--- config.mk ---
export PLATFORM = sky130hd
export DESIGN_NAME = pio_wmem_master
export DESIGN_NICKNAME = d
export VERILOG_FILES = /design/src/rtl/pio_wmem_master_pkg.sv /design/src/rtl/pio_ack_timer.sv /design/src/rtl/pio_wmem_master.sv
export SDC_FILE = /design/constraint.sdc
export NUM_CORES = 1
export LEC_CHECK = 0
export CORE_MARGIN = 1.5
export CORE_UTILIZATION = 48
export DETAILED_ROUTE_END_ITERATION = 8
export DONT_BUFFER_PORTS = 1
export PLACE_DENSITY = 0.59
export SLEW_MARGIN = 20
export SYNTH_ARGS = -nofsm -noshare
export SYNTH_HDL_FRONTEND = slang
export SYNTH_HIERARCHICAL = 1
export SYNTH_SLANG_ARGS = --single-unit
--- constraint.sdc ---
create_clock -name i_clk -period 4 [get_ports i_clk]
set_input_delay 1 -clock i_clk [delete_from_list [all_inputs] [get_ports i_clk]]
set_output_delay 1 -clock i_clk [all_outputs]
set_load 0.005 [all_outputs]
--- src/rtl/pio_wmem_master_pkg.sv ---
// Shared constants, FSM encoding and PIO strobe-bus payload for the wide-memory PIO master.
package pio_wmem_master_pkg;

    localparam int unsigned PIO_NBITS    = 32;
    localparam int unsigned PIO_DW_BYTES = 4;
    localparam int unsigned WMEM_STRIDE  = 8;
    localparam int unsigned TMR_NBITS    = 16;

    typedef enum logic [2:0] {
        ST_IDLE      = 3'd0,
        ST_LSB_ISSUE = 3'd1,
        ST_LSB_WAIT  = 3'd2,
        ST_MSB_GAP   = 3'd3,
        ST_MSB_ISSUE = 3'd4,
        ST_MSB_WAIT  = 3'd5,
        ST_DONE      = 3'd6
    } state_t;

    typedef struct packed {
        logic                 ms;
        logic                 rd;
        logic                 wr;
        logic [PIO_NBITS-1:0] addr;
        logic [PIO_NBITS-1:0] din;
    } pio_bus_t;

    // Byte address of the LSB (msb=0) or MSB (msb=1) dword of a wide word.
    function automatic logic [PIO_NBITS-1:0] dword_addr(
        input logic [PIO_NBITS-1:0] base,
        input logic [PIO_NBITS-1:0] idx,
        input logic                 msb
    );
        return base + (idx * PIO_NBITS'(WMEM_STRIDE)) + (msb ? PIO_NBITS'(PIO_DW_BYTES) : '0);
    endfunction

endpackage

--- src/rtl/pio_ack_timer.sv ---
// Ack rising-edge detector plus loadable down-counter that flags a per-phase timeout.
module pio_ack_timer
    import pio_wmem_master_pkg::*;
#(
    parameter int unsigned LOAD_VAL = 255
) (
    input  logic i_clk,
    input  logic i_rst,
    input  logic i_ack,
    input  logic i_load,
    input  logic i_dec,
    output logic o_ack_rise_c,
    output logic o_expired_c
);

    logic                 r_ack_d1;
    logic [TMR_NBITS-1:0] r_cnt;

    always_ff @(posedge i_clk) begin
        if (i_rst) begin
            r_ack_d1 <= 1'b0;
            r_cnt    <= '0;
        end else begin
            r_ack_d1 <= i_ack;
            if (i_load) begin
                r_cnt <= TMR_NBITS'(LOAD_VAL);
            end else if (i_dec && (r_cnt != '0)) begin
                r_cnt <= r_cnt - TMR_NBITS'(1);
            end
        end
    end

    // A stretched ack only counts on its leading edge.
    assign o_ack_rise_c = i_ack & ~r_ack_d1;
    assign o_expired_c  = (r_cnt == '0);

endmodule

--- src/rtl/pio_wmem_master.sv ---
// Splits one wide read/write request into an LSB then MSB 32-bit PIO access and
// waits for each stretched ack, assembling read data and flagging timeouts.
module pio_wmem_master
    import pio_wmem_master_pkg::*;
#(
    parameter int unsigned WIDTH       = 40,
    parameter int unsigned DEPTH_NBITS = 10,
    parameter int unsigned BASE_ADDR   = 0,
    parameter int unsigned TIMEOUT     = 255
) (
    input  logic                   i_clk,
    input  logic                   i_rst,
    input  logic                   i_req_valid,
    output logic                   o_req_ready,
    input  logic                   i_req_wr,
    input  logic [DEPTH_NBITS-1:0] i_req_idx,
    input  logic [WIDTH-1:0]       i_req_wdata,
    output logic                   o_resp_valid,
    output logic [WIDTH-1:0]       o_resp_rdata,
    output logic                   o_resp_err,
    output logic [PIO_NBITS-1:0]   o_reg_addr,
    output logic [PIO_NBITS-1:0]   o_reg_din,
    output logic                   o_reg_rd,
    output logic                   o_reg_wr,
    output logic                   o_reg_ms,
    input  logic                   i_mem_ack,
    input  logic [PIO_NBITS-1:0]   i_mem_rdata
);

    localparam int unsigned HI_NBITS = WIDTH - PIO_NBITS;

    state_t                 r_state;
    logic                   r_req_ready;
    logic                   r_wr;
    logic [DEPTH_NBITS-1:0] r_idx;
    logic [HI_NBITS-1:0]    r_wdata_hi;
    logic [WIDTH-1:0]       r_rdata;
    logic [WIDTH-1:0]       r_resp_rdata;
    logic                   r_resp_valid;
    logic                   r_resp_err;
    pio_bus_t               r_pio;

    logic w_ack_rise;
    logic w_expired;
    logic w_tmr_load;
    logic w_tmr_dec;

    // Reload on each strobe and again when the LSB ack arrives, to bound the gap wait.
    assign w_tmr_load = (r_state == ST_LSB_ISSUE) || (r_state == ST_MSB_ISSUE) ||
                        ((r_state == ST_LSB_WAIT) && w_ack_rise);
    assign w_tmr_dec  = (r_state == ST_LSB_WAIT) || (r_state == ST_MSB_GAP) ||
                        (r_state == ST_MSB_WAIT);

    pio_ack_timer #(
        .LOAD_VAL (TIMEOUT)
    ) u_timer (
        .i_clk        (i_clk),
        .i_rst        (i_rst),
        .i_ack        (i_mem_ack),
        .i_load       (w_tmr_load),
        .i_dec        (w_tmr_dec),
        .o_ack_rise_c (w_ack_rise),
        .o_expired_c  (w_expired)
    );

    always_ff @(posedge i_clk) begin
        if (i_rst) begin
            r_state      <= ST_IDLE;
            r_req_ready  <= 1'b0;
            r_wr         <= 1'b0;
            r_idx        <= '0;
            r_wdata_hi   <= '0;
            r_rdata      <= '0;
            r_resp_rdata <= '0;
            r_resp_valid <= 1'b0;
            r_resp_err   <= 1'b0;
            r_pio        <= '0;
        end else begin
            r_resp_valid <= 1'b0;
            r_pio.ms     <= 1'b0;
            r_pio.rd     <= 1'b0;
            r_pio.wr     <= 1'b0;
            case (r_state)
                ST_IDLE: begin
                    if (r_req_ready && i_req_valid) begin
                        r_req_ready <= 1'b0;
                        r_wr        <= i_req_wr;
                        r_idx       <= i_req_idx;
                        r_wdata_hi  <= i_req_wdata[WIDTH-1:PIO_NBITS];
                        r_pio.ms    <= 1'b1;
                        r_pio.rd    <= ~i_req_wr;
                        r_pio.wr    <= i_req_wr;
                        r_pio.addr  <= dword_addr(PIO_NBITS'(BASE_ADDR), PIO_NBITS'(i_req_idx), 1'b0);
                        r_pio.din   <= i_req_wr ? i_req_wdata[PIO_NBITS-1:0] : '0;
                        r_state     <= ST_LSB_ISSUE;
                    end else begin
                        r_req_ready <= 1'b1;
                    end
                end
                ST_LSB_ISSUE: r_state <= ST_LSB_WAIT;
                ST_LSB_WAIT: begin
                    if (w_ack_rise) begin
                        if (!r_wr) r_rdata[PIO_NBITS-1:0] <= i_mem_rdata;
                        r_state <= ST_MSB_GAP;
                    end else if (w_expired) begin
                        r_resp_valid <= 1'b1;
                        r_resp_err   <= 1'b1;
                        r_resp_rdata <= r_rdata;
                        r_state      <= ST_DONE;
                    end
                end
                // The LSB ack may still be stretched; the MSB strobe waits for it to drop.
                ST_MSB_GAP: begin
                    if (!i_mem_ack) begin
                        r_pio.ms   <= 1'b1;
                        r_pio.rd   <= ~r_wr;
                        r_pio.wr   <= r_wr;
                        r_pio.addr <= dword_addr(PIO_NBITS'(BASE_ADDR), PIO_NBITS'(r_idx), 1'b1);
                        r_pio.din  <= r_wr ? PIO_NBITS'(r_wdata_hi) : '0;
                        r_state    <= ST_MSB_ISSUE;
                    end else if (w_expired) begin
                        r_resp_valid <= 1'b1;
                        r_resp_err   <= 1'b1;
                        r_resp_rdata <= r_rdata;
                        r_state      <= ST_DONE;
                    end
                end
                ST_MSB_ISSUE: r_state <= ST_MSB_WAIT;
                ST_MSB_WAIT: begin
                    if (w_ack_rise) begin
                        if (!r_wr) begin
                            r_rdata[WIDTH-1:PIO_NBITS] <= i_mem_rdata[HI_NBITS-1:0];
                            r_resp_rdata <= {i_mem_rdata[HI_NBITS-1:0], r_rdata[PIO_NBITS-1:0]};
                        end else begin
                            r_resp_rdata <= r_rdata;
                        end
                        r_resp_valid <= 1'b1;
                        r_resp_err   <= 1'b0;
                        r_state      <= ST_DONE;
                    end else if (w_expired) begin
                        r_resp_valid <= 1'b1;
                        r_resp_err   <= 1'b1;
                        r_resp_rdata <= r_rdata;
                        r_state      <= ST_DONE;
                    end
                end
                ST_DONE: begin
                    r_req_ready <= 1'b1;
                    r_state     <= ST_IDLE;
                end
                default: r_state <= ST_IDLE;
            endcase
        end
    end

    assign o_req_ready  = r_req_ready;
    assign o_resp_valid = r_resp_valid;
    assign o_resp_rdata = r_resp_rdata;
    assign o_resp_err   = r_resp_err;
    assign o_reg_addr   = r_pio.addr;
    assign o_reg_din    = r_pio.din;
    assign o_reg_rd     = r_pio.rd;
    assign o_reg_wr     = r_pio.wr;
    assign o_reg_ms     = r_pio.ms;

endmodule

==> metrics.txt, run 1 <==
Top FF cell, synth=dfxtp_1; initial core utilization=just under 50%; fin nets=~840; first-pass GRT wire length=24,500 um; CTS buffer count=17; DRC viols=0; Clock Sink Count=between 150 and 200; post-synthesis sequential area ratio=~49%; layout cells sized above 1=8.79%; required time of the critical path=about 4400 ps; WP data arrival=between 3000 and 4000 ps; crit-path cells=nand3b_4 -> nand2_1 -> nor3b_1 -> nand2_1 -> or4_2 -> a31oi_1; Int Power=roughly 2.9 mW; CTS clk-pin slew, worst paths=about 60 ps; largest net degree at the start of global routing=110; post-CTS setup buffers=0; register area=3360 um2; PD cells=around 530 nW/um2; DP HPWL=between 10,000 and 15,000 um; Synth cell types=72; CP Max Fanout=18; Combinational Power Share=11.0%; ANT nets after route=0; FP Rows=43; Hold Path Class=flip-flop to flip-flop; Synth warnings=6; wirelength, routed=roughly 16,000 um; Die Height=roughly 120 um; Yosys reg bits=around 170; Die ar.=around 15,000 um2; max-slew violation count=0; Post-synth ARST share=0%; Buffers on Ports=0; crit path kind=flip-flop to flip-flop; Ant. Diodes=0; RSZ-0062 raised after global routing=no; All-Layer GR Usage=about a fifth; footprint of the multi-input gates=3150 um2; GRT overflow=0; share of power burned in registers=between 40 and 50%; CTS root buffer=clkbuf_16; DR vias/cell=5.62; I/O pins=197; # fillers=roughly 1,300; R2R cell count=6; skew final=about 7.5 ps; initial antenna violation count=0; Post-synth EDFFs=0; crit share post-route=68.8%; Die Span X=between 100 and 150 um; Metal-1 WL=approximately 6500 um; Clk Latency, worst-skew pair=about 430 ps; CTS HTree Levels=4; CTS tree=built; met2 wire length=approximately 7700 um; Max-cap violations=0; initial DRC count=around 380; reg-to-reg critical path startpoint=r_state[0]; Critical Path End Type=flip-flop; worst-path cell with the longest stage delay=dfxtp_1; hold depth=2; met3 wire len=about 1200 um; Core Box Area=13,900 um2; Worst path max stage delay=approximately 800 ps; top layer in use=met4; Synth area leader=dfxtp_1; vias=about 5,300; cts hold-fix bufs=0; Final Hold Vio Count=0; LEAKAGE=around 2.8 nW; final setup TNS=0 ps; HP Start=r_rdata[19]; total power draw=3.94 mW; Slew HR=between 30% and 40%; Yosys top cell area share=approximately half; Synth Instances=between 700 and 800; switching share of power=about a quarter; synth top area cells=dfxtp_1, nand2_1, a21oi_1, mux2i_1, a22oi_1; clock share of power=roughly 43%; CTS resizes=0; area added between synthesis and finish=7.73%; min Tclk post-route=between 2000 and 3000 ps; Routed WL per cell=roughly 17 um; Startpoint Class=flip-flop; switching power=around 1.0 mW; Mapped Area=a little under 7000 um2; Critical path buffers and inverters=0; Critical path origin=r_state[0]; cell class contributing the biggest share of worst-path delay=simple AND/OR/NAND/NOR gates; Worst-Margin Slew=around 1000 ps; Final Wtd Congestion=~0.8; DRT Pass-1 Iters=6; syn avg cell area=8.84 um2; CTS max path bufs=2; status=finished, final reports clean; peak supply drop=between 0.0003 and 0.0004 V; Stages on worst setup path=6; Final Setup Violations=0; vias in the first global route=~5,000; Peak Freq=363 MHz; crit-path most repeated cell=nand2_1
==> registers in the layout, indices dropped and copies added, names as in the netlist <==
register and cells:
r_rdata 40, o_reg_rd 1, u_timer/r_ack_d1 1, o_reg_wr 1, r_wr 1, o_reg_din 32
o_resp_err 1, o_resp_rdata 40, o_req_ready 1, r_state 3, o_resp_valid 1, r_wdata_hi 8
r_idx 10, o_reg_addr 11, o_reg_ms 1, u_timer/r_cnt 16
==> cell usage in the layout, fill, tap and decap left out, types with 3 or more instances in the layout <==
cell / Yosys / final
nand2_1: 188 / 188
dfxtp_1: 168 / 168
a21oi_1: 81 / 81
nor2_1: 47 / 46
a22oi_1: 39 / 39
mux2i_1: 33 / 33
conb_1: 1 / 21
clkbuf_16: 0 / 17
o2bb2ai_1: 10 / 10
o21ai_0: 8 / 8
o221ai_1: 7 / 7
a2bb2oi_1: 7 / 7
buf_4: 25 / 7
nand2b_1: 6 / 6
nor2b_1: 6 / 6
inv_1: 6 / 5
or3_1: 6 / 5
a31oi_1: 5 / 5
or2_1: 4 / 4
or3_2: 3 / 4
or2_2: 4 / 4
nor3_1: 4 / 4
o31ai_1: 4 / 4
a21o_1: 3 / 3
a222oi_1: 3 / 3
bufinv_16: 0 / 3
clkbuf_8: 0 / 3
clkinv_2: 0 / 3
o41ai_1: 3 / 3
or4_1: 3 / 3
nand3_1: 3 / 3
==> Yosys cell counts (5+ instances only) <==
cell	instances
nor2b_1	6
nor2_1	47
inv_1	6
buf_6	5
nand2_1	188
clkbuf_1	27
a22oi_1	39
a2bb2oi_1	7
o221ai_1	7
nand2b_1	6
mux2i_1	33
o2bb2ai_1	10
buf_4	25
a21oi_1	81
a31oi_1	5
o21ai_0	8
dfxtp_1	168
or3_1	6
buf_2	19
==> metal layers <==
layer / global-route usage, % / up-vias
met3: 7.81 / 24
met4: 7.56 / 0
li1: - / 2602
met5: 0 / -
met2: 34.2 / 171
met1: 24.7 / 2501
==> worst paths after layout <==
check                endpoint  slack [ps]
min          o_resp_rdata[19]         450
min reg2reg  o_resp_rdata[19]         450
max reg2reg  u_timer/r_cnt[7]        1250
max          u_timer/r_cnt[7]        1250
==> tightest hold or removal path, cell delays in order (launching register included) <==
cell and delay [ps]:
dfxtp_1 310, nand2_1 50, mux2i_1 50
==> cell families (layout without fill, tap and decap cells) <==
family          after synthesis  count (layout)  synth area share (%)
mux                          35              35                  5.28
compound gates              185             185                  18.0
fa+ha+maj                     1               1                 0.181
buf+inv                      84              46                  6.82
flops                       168             168                  48.8
simple gates                306             306                  20.9
other cells                   1              21                0.0544
==> metrics by stage <==
stage          util (%)  worst slack [ps]  std cells  instance area, um2  hold slack [ps]
4_1_cts            53.3              1230        942                7430              450
3_3_place_gp       48.9              1120        910                6810              435
2_1_floorplan         -              1480        800                6970              435
6_report           53.3              1250        942                7430              446
5_1_grt            53.3              1040        942                7430              465
3_5_place_dp       48.9              1030        910                6810              440
==> area by class of cell <==
class                           instances  share of cell area (%)
Sequential cell                       168                    45.3
Multi-Input combinational cell        548                    42.4
Clock buffer                           22                    6.38
Tap cell                              180                    3.03
Clock inverter                         10                    1.89
Timing Repair Buffer                    7                   0.707
Inverter                                7                   0.354
==> power groups by stage <==
stage                     registers [mW]  logic (mW)  clock network [mW]
final                               1.80       0.433                1.70
after global routing                1.81       0.485                1.81
after CTS                           1.80       0.435                1.73
after detailed placement            1.84       0.433                   0
after global placement              1.83       0.420                   0
after floorplan                     1.81       0.406                   0
Power figures use the tool's default switching activity.
==> run 2, diff against run 1 <==
--- a/config.mk
+++ b/config.mk
@@ -9,7 +9,7 @@
 export CORE_UTILIZATION = 48
 export DETAILED_ROUTE_END_ITERATION = 8
 export DONT_BUFFER_PORTS = 1
-export PLACE_DENSITY = 0.59
+export PLACE_DENSITY = 0.61
 export SLEW_MARGIN = 20
 export SYNTH_ARGS = -nofsm -noshare
 export SYNTH_HDL_FRONTEND = slang
==> constraint.sdc (replaced) <==
create_clock -name i_clk -period 2.43 [get_ports i_clk]
set_input_delay 0.6075 -clock i_clk [delete_from_list [all_inputs] [get_ports i_clk]]
set_output_delay 0.6075 -clock i_clk [all_outputs]
set_load 0.005 [all_outputs]
==> run 2 against run 1 <==
Compared with the run above: final area rose by 0.86%; largest cell class unchanged; critical path type unchanged; register-to-register slack got worse by 1000 ps; non-clock buffer count rose by 8; via count fell by 1.0%; worst hold slack got worse by 180 ps.
==> metrics.txt, run 2 (same netlist as run 1, synthesis figures left out) <==
post-CTS setup buffers=0 (unchanged); initial DRC count=219 (-43%); max-slew violation count=0 (unchanged); fin nets=845 (+0.96%); Hold Path Class=primary input to flip-flop; crit share post-route=90.7% (+22 points); RSZ-0062 raised after global routing=no; Critical path origin=r_state[2]; initial antenna violation count=0 (unchanged); min Tclk post-route=2200 ps (-550 ps); DR vias/cell=5.52 (-1.9%); Slew HR=52.6% (+21 points); skew final=6.26 ps (-1.29 ps); Critical Path End Type=flip-flop; Startpoint Class=flip-flop; layout cells sized above 1=9.74% (+0.95 points); PD cells=852 nW/um2 (+61%); crit path kind=flip-flop to flip-flop; Die Height=123 um (unchanged); Worst path max stage delay=680 ps (-120 ps); I/O pins=197 (unchanged); ANT nets after route=0 (unchanged); largest net degree at the start of global routing=110 (unchanged); area added between synthesis and finish=8.65%; Final WS setup=227 ps (-1020 ps); vias in the first global route=4,873 (-2.5%); status=finished, final reports clean; first-pass GRT wire length=24,100 um (-1.8%); LEAKAGE=2.79 nW (+1.0%); CTS max path bufs=2 (unchanged); CTS root buffer=clkbuf_16; reg-to-reg critical path startpoint=r_state[2]; initial core utilization=49.5% (unchanged); crit-path most repeated cell=nand2_1; CP Max Fanout=8 (-10); Routed WL per cell=16.2 um (-1.7%); Setup Slack @ Placement=198 ps (-832 ps); WP data arrival=2550 ps (-550 ps); critical path capture point=u_timer/r_cnt[7]; wirelength, routed=15,400 um (-0.90%); CTS HTree Levels=4 (unchanged); GRT overflow=0 (unchanged); Final Wtd Congestion=0.806 (+1.9%); FP Rows=43 (unchanged); cts hold-fix bufs=0 (unchanged); Ant. Diodes=0 (unchanged); Peak Freq=454 MHz (+25%); CTS resizes=0 (unchanged); final setup TNS=0 ps (unchanged); Final Hold Vio Count=0 (unchanged); required time of the critical path=2780 ps (-1570 ps); All-Layer GR Usage=20.2% (-0.61 points); Clock Sink Count=168 (unchanged); DRC viols=0 (unchanged); Die ar.=15,100 um2 (unchanged); vias=5,243 (-1.0%); R2R cell count=6 (unchanged); crit-path cells=nand3b_4 -> nand2_1 -> nor3b_1 -> nand2_1 -> or4_2 -> a31oi_1; CTS tree=built; Clk Latency, worst-skew pair=420 ps (about the same); most frequent cells in the layout=nand2_1, dfxtp_1, a21oi_1; DRT Pass-1 Iters=5 (-1); Core Box Area=13,900 um2 (unchanged); Die Span X=123 um (unchanged); Worst-Margin Slew=710 ps (-305 ps); Final Setup Violations=0 (unchanged); flop-to-flop setup slack=230 ps (-1020 ps); Buffers on Ports=0 (unchanged); reg2reg end=u_timer/r_cnt[7]; Max-cap violations=0 (unchanged); most common cell after layout, fill and taps aside=nand2_1; DP HPWL=10,400 um (-1.9%); CTS clk-pin slew, worst paths=60 ps (about the same); peak supply drop=0.000499 V (+57%); HP Start=i_rst; worst-path cell with the longest stage delay=or4_2; CTS buffer count=17 (unchanged)
-- run 2: worst min path at each step --
stage                       endpoint  slack (ps)  cells past startpoint
global route        u_timer/r_cnt[7]         250                      1
CTS                      r_rdata[36]         250                      1
floorplan            o_resp_rdata[0]         430                      2
global placement         r_rdata[14]         440                      2
finish              u_timer/r_cnt[3]         270                      1
detailed placement       r_rdata[17]         440                      2
-- run 2: final cells by class --
cell class,instances,area [um2]
clock buffer,22,474
clock inverter,10,119
fill,1294,6440
inverter,7,26.3
multi-input combinational,548,3150
sequential,168,3360
tap,180,225
timing repair buffer,15,138
-- run 2: critical path, delay by kind of cell, from the launching register on --
| family | cells | cell delay [ps] |
|---|---|---|
| AND/OR/NAND/NOR | 5 | 1570 |
| AO/OA/AOI/OAI | 1 | 170 |
| flip-flops | 1 | 410 |
-- run 2: power breakdown --
part,internal [mW],switching [mW]
registers,2.86,0.0891
logic,0.290,0.472
clock network,1.60,1.08
-- run 2: metal layers --
metal / part of all wire (%) / track usage, %
met3: 7.6 / 7.25
met5: 0 / 0
met2: 48 / 33.2
met1: 43 / 24.3
met4: 1.6 / 6.90
-- run 2: metrics by stage --
stage               cell area (um2)  hold WS (ps)  std cells  power, mW  util [%]
finish                         7490           269        950       6.39      53.8
detailed placement             6900           441        918       3.76      49.5
floorplan                      6970           435        800       3.65         -
global placement               6900           436        918       3.74      49.5
global route                   7490           247        950       6.67      53.8
CTS                            7490           246        950       6.44      53.8
